===== src/rtl/fetch_queue.sv =====
// Instruction fetch front end: drives the ROM from a pc register and buffers {pc, inst} in a 2-entry FIFO for decode.
// Latency 1 cycle fetch-to-head; full queue stops fetching, branch flushes the queue and redirects pc.
module fetch_queue #(
    parameter logic [31:0] RESET_PC = 32'h0000_0000
) (
    input  logic        clk,
    input  logic        rst,
    output logic        rom_ce_o,
    output logic [31:0] rom_addr_o,
    input  logic [31:0] rom_inst_i,
    input  logic        branch_flag_i,
    input  logic [31:0] branch_target_i,
    output logic        id_valid_o,
    input  logic        id_ready_i,
    output logic [31:0] id_pc_o,
    output logic [31:0] id_inst_o
);

    typedef enum logic {
        S_RESET = 1'b0,
        S_RUN   = 1'b1
    } state_t;

    typedef struct packed {
        logic [31:0] pc;
        logic [31:0] inst;
    } entry_t;

    state_t      state;
    state_t      state_next;
    logic [31:0] pc;
    logic [1:0]  count;
    entry_t      head;
    entry_t      tail;
    entry_t      fetched;
    logic        redirect;
    logic        fetch;
    logic        pop;

    always_ff @(posedge clk) begin
        if (rst) begin
            state <= S_RESET;
        end else begin
            state <= state_next;
        end
    end

    // Fetch enable looks only at state and occupancy, never at branch or ready.
    always_comb begin
        state_next = state;
        rom_ce_o   = 1'b0;
        redirect   = 1'b0;
        case (state)
            S_RESET: state_next = S_RUN;
            S_RUN: begin
                rom_ce_o = (count < 2'd2);
                redirect = branch_flag_i;
            end
            default: state_next = S_RESET;
        endcase
    end

    assign fetch      = rom_ce_o && !branch_flag_i;
    assign pop        = id_valid_o && id_ready_i;
    assign fetched    = '{pc: pc, inst: rom_inst_i};
    assign rom_addr_o = pc;
    assign id_valid_o = (count != 2'd0);
    assign id_pc_o    = id_valid_o ? head.pc : 32'h0;
    assign id_inst_o  = id_valid_o ? head.inst : 32'h0;

    always_ff @(posedge clk) begin
        if (rst) begin
            pc    <= RESET_PC;
            count <= 2'd0;
            head  <= '0;
            tail  <= '0;
        end else if (redirect) begin
            pc    <= branch_target_i & ~32'h3;
            count <= 2'd0;
        end else begin
            if (fetch) begin
                pc <= pc + 32'd4;
            end
            case ({fetch, pop})
                2'b10: begin
                    if (count == 2'd0) begin
                        head <= fetched;
                    end else begin
                        tail <= fetched;
                    end
                    count <= count + 2'd1;
                end
                2'b01: begin
                    head  <= tail;
                    count <= count - 2'd1;
                end
                // Push with pop only happens at count 1, so the new entry becomes the head.
                2'b11: head <= fetched;
                default: ;
            endcase
        end
    end

endmodule


===== config.mk =====
export PLATFORM = sky130hd
export DESIGN_NAME = fetch_queue
export DESIGN_NICKNAME = d
export VERILOG_FILES = /design/src/rtl/fetch_queue.sv
export SDC_FILE = /design/constraint.sdc
export NUM_CORES = 1
export LEC_CHECK = 0
export BUFFER_PORTS_ARGS = -buffer_cell sky130_fd_sc_hd__buf_2
export CORE_UTILIZATION = 54
export CTS_CLUSTER_SIZE = 8
export DETAILED_ROUTE_END_ITERATION = 16
export GPL_ROUTABILITY_DRIVEN = 0
export GPL_TIMING_DRIVEN = 0
export PLACE_DENSITY = 0.84
export SLEW_MARGIN = 20
export SYNTH_ARGS = -nofsm -noshare
export SYNTH_HDL_FRONTEND = slang
export SYNTH_SLANG_ARGS = --single-unit

===== constraint.sdc =====
create_clock -name clk -period 3.9 [get_ports clk]
set_clock_uncertainty 0.2 [all_clocks]
set_input_delay 1.17 -clock clk [delete_from_list [all_inputs] [get_ports clk]]
set_output_delay 1.17 -clock clk [all_outputs]
set_load 0.02 [all_outputs]

==> metrics.md, run 1 <==
| Metric | Value |
|---|---|
| Run status | finished clean |
| Full die area | between 10000 and 15000 um^2 |
| Area share of the leading cell type in the synthesized netlist | 0.422 |
| Final min period | around 3600 ps |
| Final routed wire length divided by cell count | 15.8 um |
| Buffers inserted by post-CTS timing repair | 0 |
| Count of nets left with antenna violations after detail routing | 0 |
| # diodes | 0 |
| Depth of the worst register-to-register path | 10 |
| Most frequent standard cell in the layout excluding fill and tap cells | sky130_fd_sc_hd__buf_2 |
| Share of synthesized registers carrying an async set or reset | 0 |
| Footprint of the multi-input gates | approximately 3900 um^2 |
| Critical path class | flop to flop |
| Net count reported at finish | around 1200 |
| Floorplan core area | 13300 um^2 |
| Remaining Overflow, GRT | 0 |
| Post-synthesis cell count | 918 |
| Worst slew margin relative to its limit | 0.293 |
| Sequential share of the synthesized area | 0.422 |
| Standby leakage power | 3.55 nW |
| Post-Place Setup Slack | between 60 and 70 ps |
| Min-delay worst type | flop to flop |
| Number of slew-limit violations in the final report | 0 |
| Starting Density | 0.558 |
| Number of different library cells in the post-synthesis netlist | slightly below 60 |
| Final setup slack of the worst path | approximately 300 ps |
| Hold violation total from the final report | 0 |
| Placed cell area | roughly 8500 um^2 |
| RSZ-0062 raised after global routing | false |
| Synthesis-stage register bit count | between 150 and 200 |
| MaxCap Viol Count | 0 |
| Count of input and output buffers | 159 |
| Worst skew pair latency | 430 ps |
| Clock slew at reported path FFs | around 60 ps |
| Worst-case vdd ir drop | roughly 0.32 mV |
| Worst path arrival time | around 3700 ps |
| Crit. End Element | flop |
| Yosys Warn Count | 0 |
| Vias in the first global route | 6814 |
| Horizontal die dimension | approximately 120 um |
| Final worst hold slack | between 200 and 300 ps |
| Number of cells on the worst hold path | 2 |
| # fillers | 1120 |
| Number of antenna violations at the first check in global routing | 0 |
| Number of sinks handled by clock tree synthesis | 157 |
| Maximum clock frequency | about 0.28 GHz |
| Critical path depth | 10 |
| Pwr/cell area | 462 nW/um^2 |
| Slowest stage cell on the critical path | sky130_fd_sc_hd__a211oi_2 |
| Top library cells by usage in the layout, fill and taps aside | 170 x sky130_fd_sc_hd__buf_2, 165 x sky130_fd_sc_hd__nand2_1, 157 x sky130_fd_sc_hd__dfxtp_1 |
| Post-synth EDFFs | 0 |
| Number of iterations in the first detailed-routing pass | 5 |
| Cell type with the highest aggregate area in the netlist | sky130_fd_sc_hd__dfxtp_1 |
| Initial DRC Count | 686 |
| Number of buffers added to fix hold violations after cts | 0 |
| Slowest cell delay on critical path | 560 ps |
| Final cell utilization of the core | 0.683 |
| Startpoint class of the critical path | flop |
| Count of standard-cell rows | 42 |
| Fraction of layout cells with a size suffix above 1 | 0.202 |
| Total Wirelength | approximately 20000 um |
| Cts bufs inserted | 17 |
| Worst path bufs/invs | 5 |
| Number of vias after detailed routing | 7327 |
| Final Cell Area | 9120 um^2 |
| Vertical extent of the die | 119 um |
| Io pins | 166 |
| Post-Syn Area per Cell | a little over 8 um^2 |
| Cells along the critical path | or2_2 -> clkbuf_1 -> clkbuf_2 -> clkbuf_1 -> nand2_1 -> ha_1 -> a211oi_2 -> clkbuf_1 -> buf_2 -> a211oi_1 |
| Portion of the clock cycle consumed by the worst path in the final layout | 0.925 |
| Synthesized area | 7450 um^2 |
| Dominant synthesized flop cell | sky130_fd_sc_hd__dfxtp_1 |
| Most frequent cell on the critical path | sky130_fd_sc_hd__clkbuf_1 |
| Worst-case clock buffer depth | 2 |
| Number of H-tree branching levels | 4 |
| Area occupied by registers | about 3100 um^2 |
| Layout overhead on the synthesized area | 22.4% |
| Post-DR vias/cell | 5.69 |
| CP required | a little under 4000 ps |
| GRT Overall Usage | 0.291 |
| Final setup TNS | 0 ps |
| DRC | 0 |
| Endpoints failing setup | 0 |
| CTS root buffer | sky130_fd_sc_hd__clkbuf_16 |
| Clock tree from TritonCTS | done |
| Worst Max-Slew Pin Slew | roughly 1100 ps |
| Maximum number of pins on one net before global-route repair | 17 |
| Cell types occupying the most area after synthesis | sky130_fd_sc_hd__dfxtp_1 42%, sky130_fd_sc_hd__mux2i_1 8.3%, sky130_fd_sc_hd__nand2_1 8.3%, sky130_fd_sc_hd__a211oi_1 6.7%, sky130_fd_sc_hd__and2_1 5.5% |
| CP max FO | 10 |
| Post-DP HPWL | 14500 um |
| Global-route wire length before repair | ~33000 um |
| CP top delay family | buffers and inverters |
-- metal layers --
| layer | part of all wire | wire length [um] | track usage | up-vias |
|---|---|---|---|---|
| met3 | 0.071 | 1440 | 0.0522 | 55 |
| met2 | 0.46 | 9330 | 0.458 | 342 |
| li1 | - | - | - | 3552 |
| met4 | 0.030 | 613 | 0.129 | 0 |
| met1 | 0.44 | 8990 | 0.389 | 3378 |
| met5 | 0 | 0 | 0 | - |
-- worst paths after layout --
check | startpoint | to | slack (ps)
min | tail[39] | tail[39] | 250
max | count[1] | head[8] | 290
min reg2reg | tail[39] | tail[39] | 250
max reg2reg | count[1] | head[8] | 290
-- tightest hold or removal path: stages (launching register included) --
cell and delay (ps):
sky130_fd_sc_hd__dfxtp_1 310, sky130_fd_sc_hd__nand2_1 50, sky130_fd_sc_hd__a21oi_1 50
-- power by group --
group | total (mW) | internal (mW) | leakage, nW | switching [mW]
sequential | 1.78 | 1.71 | 1.28 | 0.0729
combinational | 0.652 | 0.239 | 1.97 | 0.413
clock | 1.78 | 1.12 | 0.307 | 0.654
total | 4.21 | 3.07 | 3.55 | 1.14
-- synthesized netlist by cell type (all sizes together), types with 3 or more instances --
cell type and n:
a31oi 14, nand4 14, nand3 15, or4 4, and2 65, inv 5
or3 7, a31o 3, nand2b 4, a21oi 70, or3b 3, o311ai 3
xor2 5, clkbuf 68, ha 4, a22oi 6, a22o 3, a211oi 67
buf 18, nor2 83, a21o 6, mux2i 62, o211ai 6, o21ai 6
nor3 14, nor4 5, nand2 165, and3 9, dfxtp 157
-- flip-flops by register name (all words and copies together) (netlist names) --
name	cells
count	2
head	62
rom_addr_o	30
state	1
tail	62
-- area by class of cell --
class                           count  area share
Buffer                             86      0.0399
Inverter                            6     0.00247
Multi-Input combinational cell    672       0.432
Sequential cell                   157       0.345
Timing Repair Buffer              159      0.0873
Tap cell                          176      0.0242
Clock buffer                       22      0.0520
Clock inverter                     10      0.0174
-- per-stage QoR --
| step | total power, mW | std cells |
|---|---|---|
| finish | 4.21 | 1288 |
| global route | 4.37 | 1288 |
| floorplan | 2.25 | 921 |
| global placement | 2.45 | 1256 |
| detailed placement | 2.46 | 1256 |
| CTS | 4.21 | 1288 |
-- timing repair --
item,CTS,global route
setup endpoints to repair,0,60
endpoints found under the hold margin,0,0
resized for setup,0,14
-- logic make-up (layout without fill, tap and decap cells) --
family          after synthesis  count (layout)  share of synthesized area
fa+ha+maj                     4               4                    0.00672
other cells                   1               4                   0.000503
buf+inv                      92             283                     0.0507
simple gates                399             399                      0.254
compound gates              196             196                      0.175
flops                       157             157                      0.422
mux                          63              63                     0.0848
xor+xnor                      6               6                    0.00706
(Power assumes the default switching activity.)
==> inputs of run 2 (changes only) <==
==> constraint.sdc (replaced) <==
create_clock -name clk -period 3.4 [get_ports clk]
set_clock_uncertainty 0.2 [all_clocks]
set_input_delay 1.02 -clock clk [delete_from_list [all_inputs] [get_ports clk]]
set_output_delay 1.02 -clock clk [all_outputs]
set_load 0.02 [all_outputs]
==> run 2 against run 1 <==
  * Final area increased by 0.36%
  * Global-route usage about the same
  * Combinational power is 17% higher
  * Clock-buffer cell count unchanged
  * Worst setup slack got worse by 190 ps
  * Non-clock buffer count unchanged
  * Critical path type is now flop to output pin
  * Critical endpoint is now id_pc_o[17]
  * Die area unchanged
  * Power grew 15%
  * Sequential power grew 15%
  * Final cell count unchanged
  * First-iteration DRC count increased by 1.9%
==> metrics.md, run 2 (synthesis results as in run 1) <==
| Metric | Value |
|---|---|
| Portion of the clock cycle consumed by the worst path in the final layout | 0.969 |
| Slowest stage cell on the critical path | sky130_fd_sc_hd__dfxtp_1 (was sky130_fd_sc_hd__a211oi_2) |
| Number of slew-limit violations in the final report | 0 (unchanged) |
| Post-DP HPWL | 14500 um (unchanged) |
| Top library cells by usage in the layout, fill and taps aside | 170 x sky130_fd_sc_hd__buf_2, 165 x sky130_fd_sc_hd__nand2_1, 157 x sky130_fd_sc_hd__dfxtp_1 (unchanged) |
| Run status | finished clean (unchanged) |
| Critical path class | flop to output pin (was flop to flop) |
| Fraction of layout cells with a size suffix above 1 | 0.214 (was 0.202) |
| # diodes | 0 (unchanged) |
| Setup slack of the worst register-to-register path | 170 ps (was 290 ps) |
| Remaining Overflow, GRT | 0 (unchanged) |
| GRT Overall Usage | 0.291 (about the same) |
| Full die area | 14300 um^2 (unchanged) |
| Min-delay worst type | flop to flop (unchanged) |
| Maximum number of pins on one net before global-route repair | 17 (unchanged) |
| Post-Place Setup Slack | -373 ps (was 64.8 ps) |
| Number of H-tree branching levels | 4 (unchanged) |
| Total Wirelength | 20400 um (about the same) |
| Cts bufs inserted | 17 (unchanged) |
| Io pins | 166 (unchanged) |
| Crit. End Element | output pin (was flop) |
| Total Power | 4.84 mW (was 4.21 mW) |
| Number of vias after detailed routing | 7376 (was 7327) |
| Pwr/cell area | 529 nW/um^2 (was 462 nW/um^2) |
| Most frequent cell on the critical path | sky130_fd_sc_hd__clkbuf_1 (unchanged) |
| Most frequent standard cell in the layout excluding fill and tap cells | sky130_fd_sc_hd__buf_2 (unchanged) |
| Layout overhead on the synthesized area | 22.8% (was 22.4%) |
| Cells along the critical path | or2_2 -> clkbuf_1 -> clkbuf_4 -> clkbuf_1 -> and2_1 -> buf_2 (was or2_2 -> clkbuf_1 -> clkbuf_2 -> clkbuf_1 -> nand2_1 -> ha_1 -> a211oi_2 -> clkbuf_1 -> buf_2 -> a211oi_1) |
| MaxCap Viol Count | 0 (unchanged) |
| Standby leakage power | 3.59 nW (was 3.55 nW) |
| Slowest cell delay on critical path | 390 ps (was 560 ps) |
| Number of sinks handled by clock tree synthesis | 157 (unchanged) |
| Worst-case vdd ir drop | 0.368 mV (was 0.317 mV) |
| CP max FO | 10 (unchanged) |
| Worst Max-Slew Pin Slew | 1100 ps (was 1050 ps) |
| Final cell utilization of the core | 0.686 (was 0.683) |
| Net count reported at finish | 1171 (unchanged) |
| Clock tree from TritonCTS | done (unchanged) |
| Hold violation total from the final report | 0 (unchanged) |
| Final setup slack of the worst path | 106 ps (was 294 ps) |
| Final min period | 3290 ps |
| Final routed wire length divided by cell count | 15.8 um (about the same) |
| Count of standard-cell rows | 42 (unchanged) |
| Starting Density | 0.558 (unchanged) |
| Worst-case clock buffer depth | 2 (unchanged) |
| Floorplan core area | 13300 um^2 (unchanged) |
| DRC | 0 (unchanged) |
| CP required | 2180 ps (was 3970 ps) |
| Count of input and output buffers | 159 (unchanged) |
| Horizontal die dimension | 119 um (unchanged) |
| Vertical extent of the die | 119 um (unchanged) |
| Number of iterations in the first detailed-routing pass | 5 (unchanged) |
| Global-route wire length before repair | 33000 um (about the same) |
| Worst path arrival time | 2070 ps (was 3680 ps) |
| CTS root buffer | sky130_fd_sc_hd__clkbuf_16 (unchanged) |
| Vias in the first global route | 6817 (was 6814) |
| Initial DRC Count | 699 (was 686) |
| RSZ-0062 raised after global routing | true (was false) |
| Worst skew pair latency | 430 ps (about the same) |
| Number of buffers added to fix hold violations after cts | 0 (unchanged) |
| Post-DR vias/cell | 5.73 (was 5.69) |
| Worst slew margin relative to its limit | 0.262 (was 0.293) |
| Startpoint class of the critical path | flop (unchanged) |
| Clock slew at reported path FFs | 60 ps (about the same) |
| Number of antenna violations at the first check in global routing | 0 (unchanged) |
| Maximum clock frequency | between 0.3 and 0.4 GHz |
| Count of nets left with antenna violations after detail routing | 0 (unchanged) |
| Endpoints failing setup | 0 (unchanged) |
==> run 2: final cells by class <==
cell class,count,area (um^2)
fill,1127,4200
multi-input combinational,672,3950
sequential,157,3140
timing repair buffer,160,803
clock buffer,22,474
buffer,85,379
tap,176,220
clock inverter,10,159
inverter,6,22.5
==> run 2: final timing paths <==
check / start / end / depth (start not counted)
worst max-delay path: count[1] / id_pc_o[17] / 6
worst max register to register: count[1] / tail[14] / 11
worst min register to register: tail[39] / tail[39] / 2
worst min-delay path: tail[39] / tail[39] / 2
==> run 2: power by group <==
group | internal, mW | switching [mW]
clock network | 1.29 | 0.746
logic | 0.284 | 0.477
registers | 1.96 | 0.0837
total | 3.53 | 1.31
==> run 2: critical path: cells and delay by family, from the launching register on <==
kind,cells,cell delay (ps)
and+or+nand+nor,2,310
DFF,1,390
buffers and inverters,4,940
==> run 2: timing repair <==
item / 4_1_cts / 5_1_grt
pin swaps: 0 / 1
endpoints found under the setup margin: 120 / 175
setup buffers: 0 / 1
gates resized for setup: 9 / 25
==> run 2: per-stage QoR <==
step	std cells	hold slack, ps	instance area [um^2]	TNS (ps)
6_report	1288	255	9150	0
4_1_cts	1288	254	9130	0
5_1_grt	1288	270	9150	-112
3_5_place_dp	1256	246	8480	-22440
2_1_floorplan	921	236	7460	0
3_3_place_gp	1256	241	8480	-18840
==> run 2: per-layer routing <==
layer | wire length (um) | vias up | global-route usage
met5 | 0 | - | 0
met4 | 618 | 0 | 0.130
met3 | 1560 | 56 | 0.0522
met2 | 9440 | 369 | 0.459
met1 | 8800 | 3387 | 0.389
li1 | - | 3564 | -
==> inputs of run 3 (changes only) <==
--- a/config.mk
+++ b/config.mk
@@ -5,6 +5,7 @@
 export SDC_FILE = /design/constraint.sdc
 export NUM_CORES = 1
 export LEC_CHECK = 0
+export ABC_CLOCK_PERIOD_IN_PS = 3300
 export BUFFER_PORTS_ARGS = -buffer_cell sky130_fd_sc_hd__buf_2
 export CORE_UTILIZATION = 54
 export CTS_CLUSTER_SIZE = 8
==> constraint.sdc (replaced) <==
create_clock -name clk -period 3.3 [get_ports clk]
set_clock_uncertainty 0.2 [all_clocks]
set_input_delay 0.99 -clock clk [delete_from_list [all_inputs] [get_ports clk]]
set_output_delay 0.99 -clock clk [all_outputs]
set_load 0.1 [all_outputs]
==> run 3 against run 2 <==
  * Die area is the same
  * Global-route usage is 0.11 points higher
  * Largest cell class unchanged
  * Largest power group is now the clock network
  * Critical path type is now primary input to flop
  * Final area is 2.7% higher
  * Clock power grew 4%
==> metrics.md, run 3 (synthesis results as in run 1) <==
| Metric | Value |
|---|---|
| Number of iterations in the first detailed-routing pass | 5 (unchanged) |
| Vertical extent of the die | 119 um (unchanged) |
| Post-DP HPWL | 14500 um (about the same) |
| Worst skew pair latency | 420 ps (was 430 ps) |
| GRT Overall Usage | 0.292 (was 0.291) |
| Endpoints failing setup | 0 (unchanged) |
| Clock tree from TritonCTS | done (unchanged) |
| Run status | finished clean (unchanged) |
| Final cell count without fillers | 1288 (unchanged) |
| Most frequent standard cell in the layout excluding fill and tap cells | sky130_fd_sc_hd__nand2_1 (was sky130_fd_sc_hd__buf_2) |
| Layout overhead on the synthesized area | 26.2% (was 22.8%) |
| Placed cell count | 1256 (unchanged) |
| Worst slew margin relative to its limit | 0.313 (was 0.262) |
| Count of input and output buffers | 159 (unchanged) |
| Horizontal die dimension | 119 um (unchanged) |
| Number of slew-limit violations in the final report | 0 (unchanged) |
| Combinational power share | 0.219 (was 0.157) |
| # fillers | 1066 (was 1127) |
| Top library cells by usage in the layout, fill and taps aside | 165 x sky130_fd_sc_hd__nand2_1, 157 x sky130_fd_sc_hd__dfxtp_1, 113 x sky130_fd_sc_hd__buf_2 (was 170 x sky130_fd_sc_hd__buf_2, 165 x sky130_fd_sc_hd__nand2_1, 157 x sky130_fd_sc_hd__dfxtp_1) |
| Number of antenna violations at the first check in global routing | 0 (unchanged) |
| Worst path arrival time | 3320 ps (was 2070 ps) |
| Worst-case vdd ir drop | 0.336 mV (was 0.368 mV) |
| Total Wirelength | 20500 um (was 20400 um) |
| Pwr/cell area | 577 nW/um^2 (was 529 nW/um^2) |
| MaxCap Viol Count | 0 (unchanged) |
| Min-delay worst type | flop to flop (unchanged) |
| Starting Density | 0.558 (unchanged) |
| Count of nets left with antenna violations after detail routing | 0 (unchanged) |
| Portion of the clock cycle consumed by the worst path in the final layout | 0.965 |
| Footprint of the multi-input gates | 3960 um^2 (was 3950 um^2) |
| Floorplan core area | 13300 um^2 (unchanged) |
| Count of standard-cell rows | 42 (unchanged) |
| Maximum clock frequency | between 0.3 and 0.4 GHz |
| Final min period | 3180 ps |
| Worst-case clock buffer depth | 2 (unchanged) |
| Remaining Overflow, GRT | 0 (unchanged) |
| CP max FO | 10 (unchanged) |
| Seq pwr share | 0.389 (was 0.423) |
| Area occupied by registers | 3140 um^2 (unchanged) |
| Number of H-tree branching levels | 4 (unchanged) |
| Number of buffers added to fix hold violations after cts | 0 (unchanged) |
| CTS root buffer | sky130_fd_sc_hd__clkbuf_16 (unchanged) |
| Fraction of layout cells with a size suffix above 1 | 0.223 (was 0.214) |
| DRC | 0 (unchanged) |
| Sw frac | 0.316 (was 0.270) |
| Full die area | 14300 um^2 (unchanged) |
| Worst Max-Slew Pin Slew | 1020 ps (was 1100 ps) |
| Final worst hold slack | 253 ps (was 255 ps) |
| Initial DRC Count | 568 (was 699) |
| Hold violation total from the final report | 0 (unchanged) |
| Number of vias after detailed routing | 7317 (was 7376) |
| Cts bufs inserted | 17 (unchanged) |
| RSZ-0062 raised after global routing | true (unchanged) |
| Final setup TNS | 0 ps (unchanged) |
| Vias in the first global route | 6662 (was 6817) |
| CP required | 3440 ps (was 2180 ps) |
| Standby leakage power | 3.63 nW (was 3.59 nW) |
| Startpoint class of the critical path | primary input (was flop) |
| Post-DR vias/cell | 5.68 (was 5.73) |
| NetSw | 1.71 mW (was 1.31 mW) |
| Net count reported at finish | 1171 (unchanged) |
| Global-route wire length before repair | 32900 um (was 33000 um) |
| Internal cell power | 3.71 mW (was 3.53 mW) |
| Io pins | 166 (unchanged) |
| Clock slew at reported path FFs | 60 ps (about the same) |
| Maximum number of pins on one net before global-route repair | 17 (unchanged) |
| Number of sinks handled by clock tree synthesis | 157 (unchanged) |
| Crit. End Element | flop (was output pin) |
| Final routed wire length divided by cell count | 15.9 um (was 15.8 um) |
| Critical path class | primary input to flop (was flop to output pin) |
| Share of power burned in the clock network | 0.392 (was 0.420) |
| # diodes | 0 (unchanged) |
run 3: cell types whose count changed in the layout (fill, tap and decap cells not counted), moves of 2 or more:
cell,previous run,this run
sky130_fd_sc_hd__and2_1,65,57
sky130_fd_sc_hd__clkbuf_4,2,0
sky130_fd_sc_hd__buf_6,0,19
sky130_fd_sc_hd__buf_4,6,46
sky130_fd_sc_hd__clkbuf_1,51,48
sky130_fd_sc_hd__clkbuf_8,3,6
sky130_fd_sc_hd__buf_2,170,113
sky130_fd_sc_hd__and2_2,0,8
run 3: area by class of cell:
class                           count  area share
Buffer                             84      0.0405
Clock buffer                       23      0.0530
Clock inverter                      9      0.0164
Inverter                            6     0.00240
Multi-Input combinational cell    672       0.421
Sequential cell                   157       0.334
Tap cell                          176      0.0234
Timing Repair Buffer              161       0.109
run 3: stage by stage:
| step | total power [mW] | setup slack, ps | utilization | cell area, um^2 |
|---|---|---|---|---|
| after CTS | 5.42 | 48.4 | 0.703 | 9380 |
| final | 5.42 | 115 | 0.704 | 9400 |
| after detailed placement | 3.28 | -478 | 0.636 | 8490 |
| after global routing | 5.62 | 1.36 | 0.704 | 9400 |
| after floorplan | 3.03 | 88.9 | - | 7470 |
| after global placement | 3.27 | -385 | 0.636 | 8490 |
run 3: critical path, stage by stage:
cell and delay (ps):
sky130_fd_sc_hd__buf_2 140, sky130_fd_sc_hd__or3b_1 350, sky130_fd_sc_hd__clkbuf_1 190, sky130_fd_sc_hd__inv_1 120
sky130_fd_sc_hd__ha_1 240, sky130_fd_sc_hd__and3_1 170, sky130_fd_sc_hd__clkbuf_1 410, sky130_fd_sc_hd__clkbuf_1 430
sky130_fd_sc_hd__nand2_1 100, sky130_fd_sc_hd__a21oi_1 190
run 3: repair_timing:
item / CTS / global route
pin swaps: 0 / 1
resized for setup: 92 / 12
endpoints found under the setup margin: 134 / 177
buffers inserted: 0 / 2
run 3: worst paths after layout:
| kind | startpoint | depth (start not counted) | endpoint | slack, ps |
|---|---|---|---|---|
| max reg2reg | count[1] | 10 | tail[5] | 150 |
| min reg2reg | tail[25] | 2 | tail[25] | 250 |
| max | branch_flag_i | 10 | tail[5] | 120 |
| min | tail[25] | 2 | tail[25] | 250 |
run 3: layer usage:
layer | vias to the layer above | GRT usage | routed length, um
li1 | 3559 | - | -
met1 | 3331 | 0.383 | 8710
met2 | 368 | 0.473 | 9470
met3 | 59 | 0.0469 | 1680
met4 | 0 | 0.131 | 643
met5 | - | 0 | 0
run 3: power by group through the flow:
stage | logic, mW | registers [mW] | clock network [mW]
after floorplan | 0.731 | 2.30 | 0
final | 1.19 | 2.11 | 2.12
after global routing | 1.27 | 2.13 | 2.23
after CTS | 1.18 | 2.11 | 2.14
after detailed placement | 1.13 | 2.15 | 0
after global placement | 1.12 | 2.14 | 0
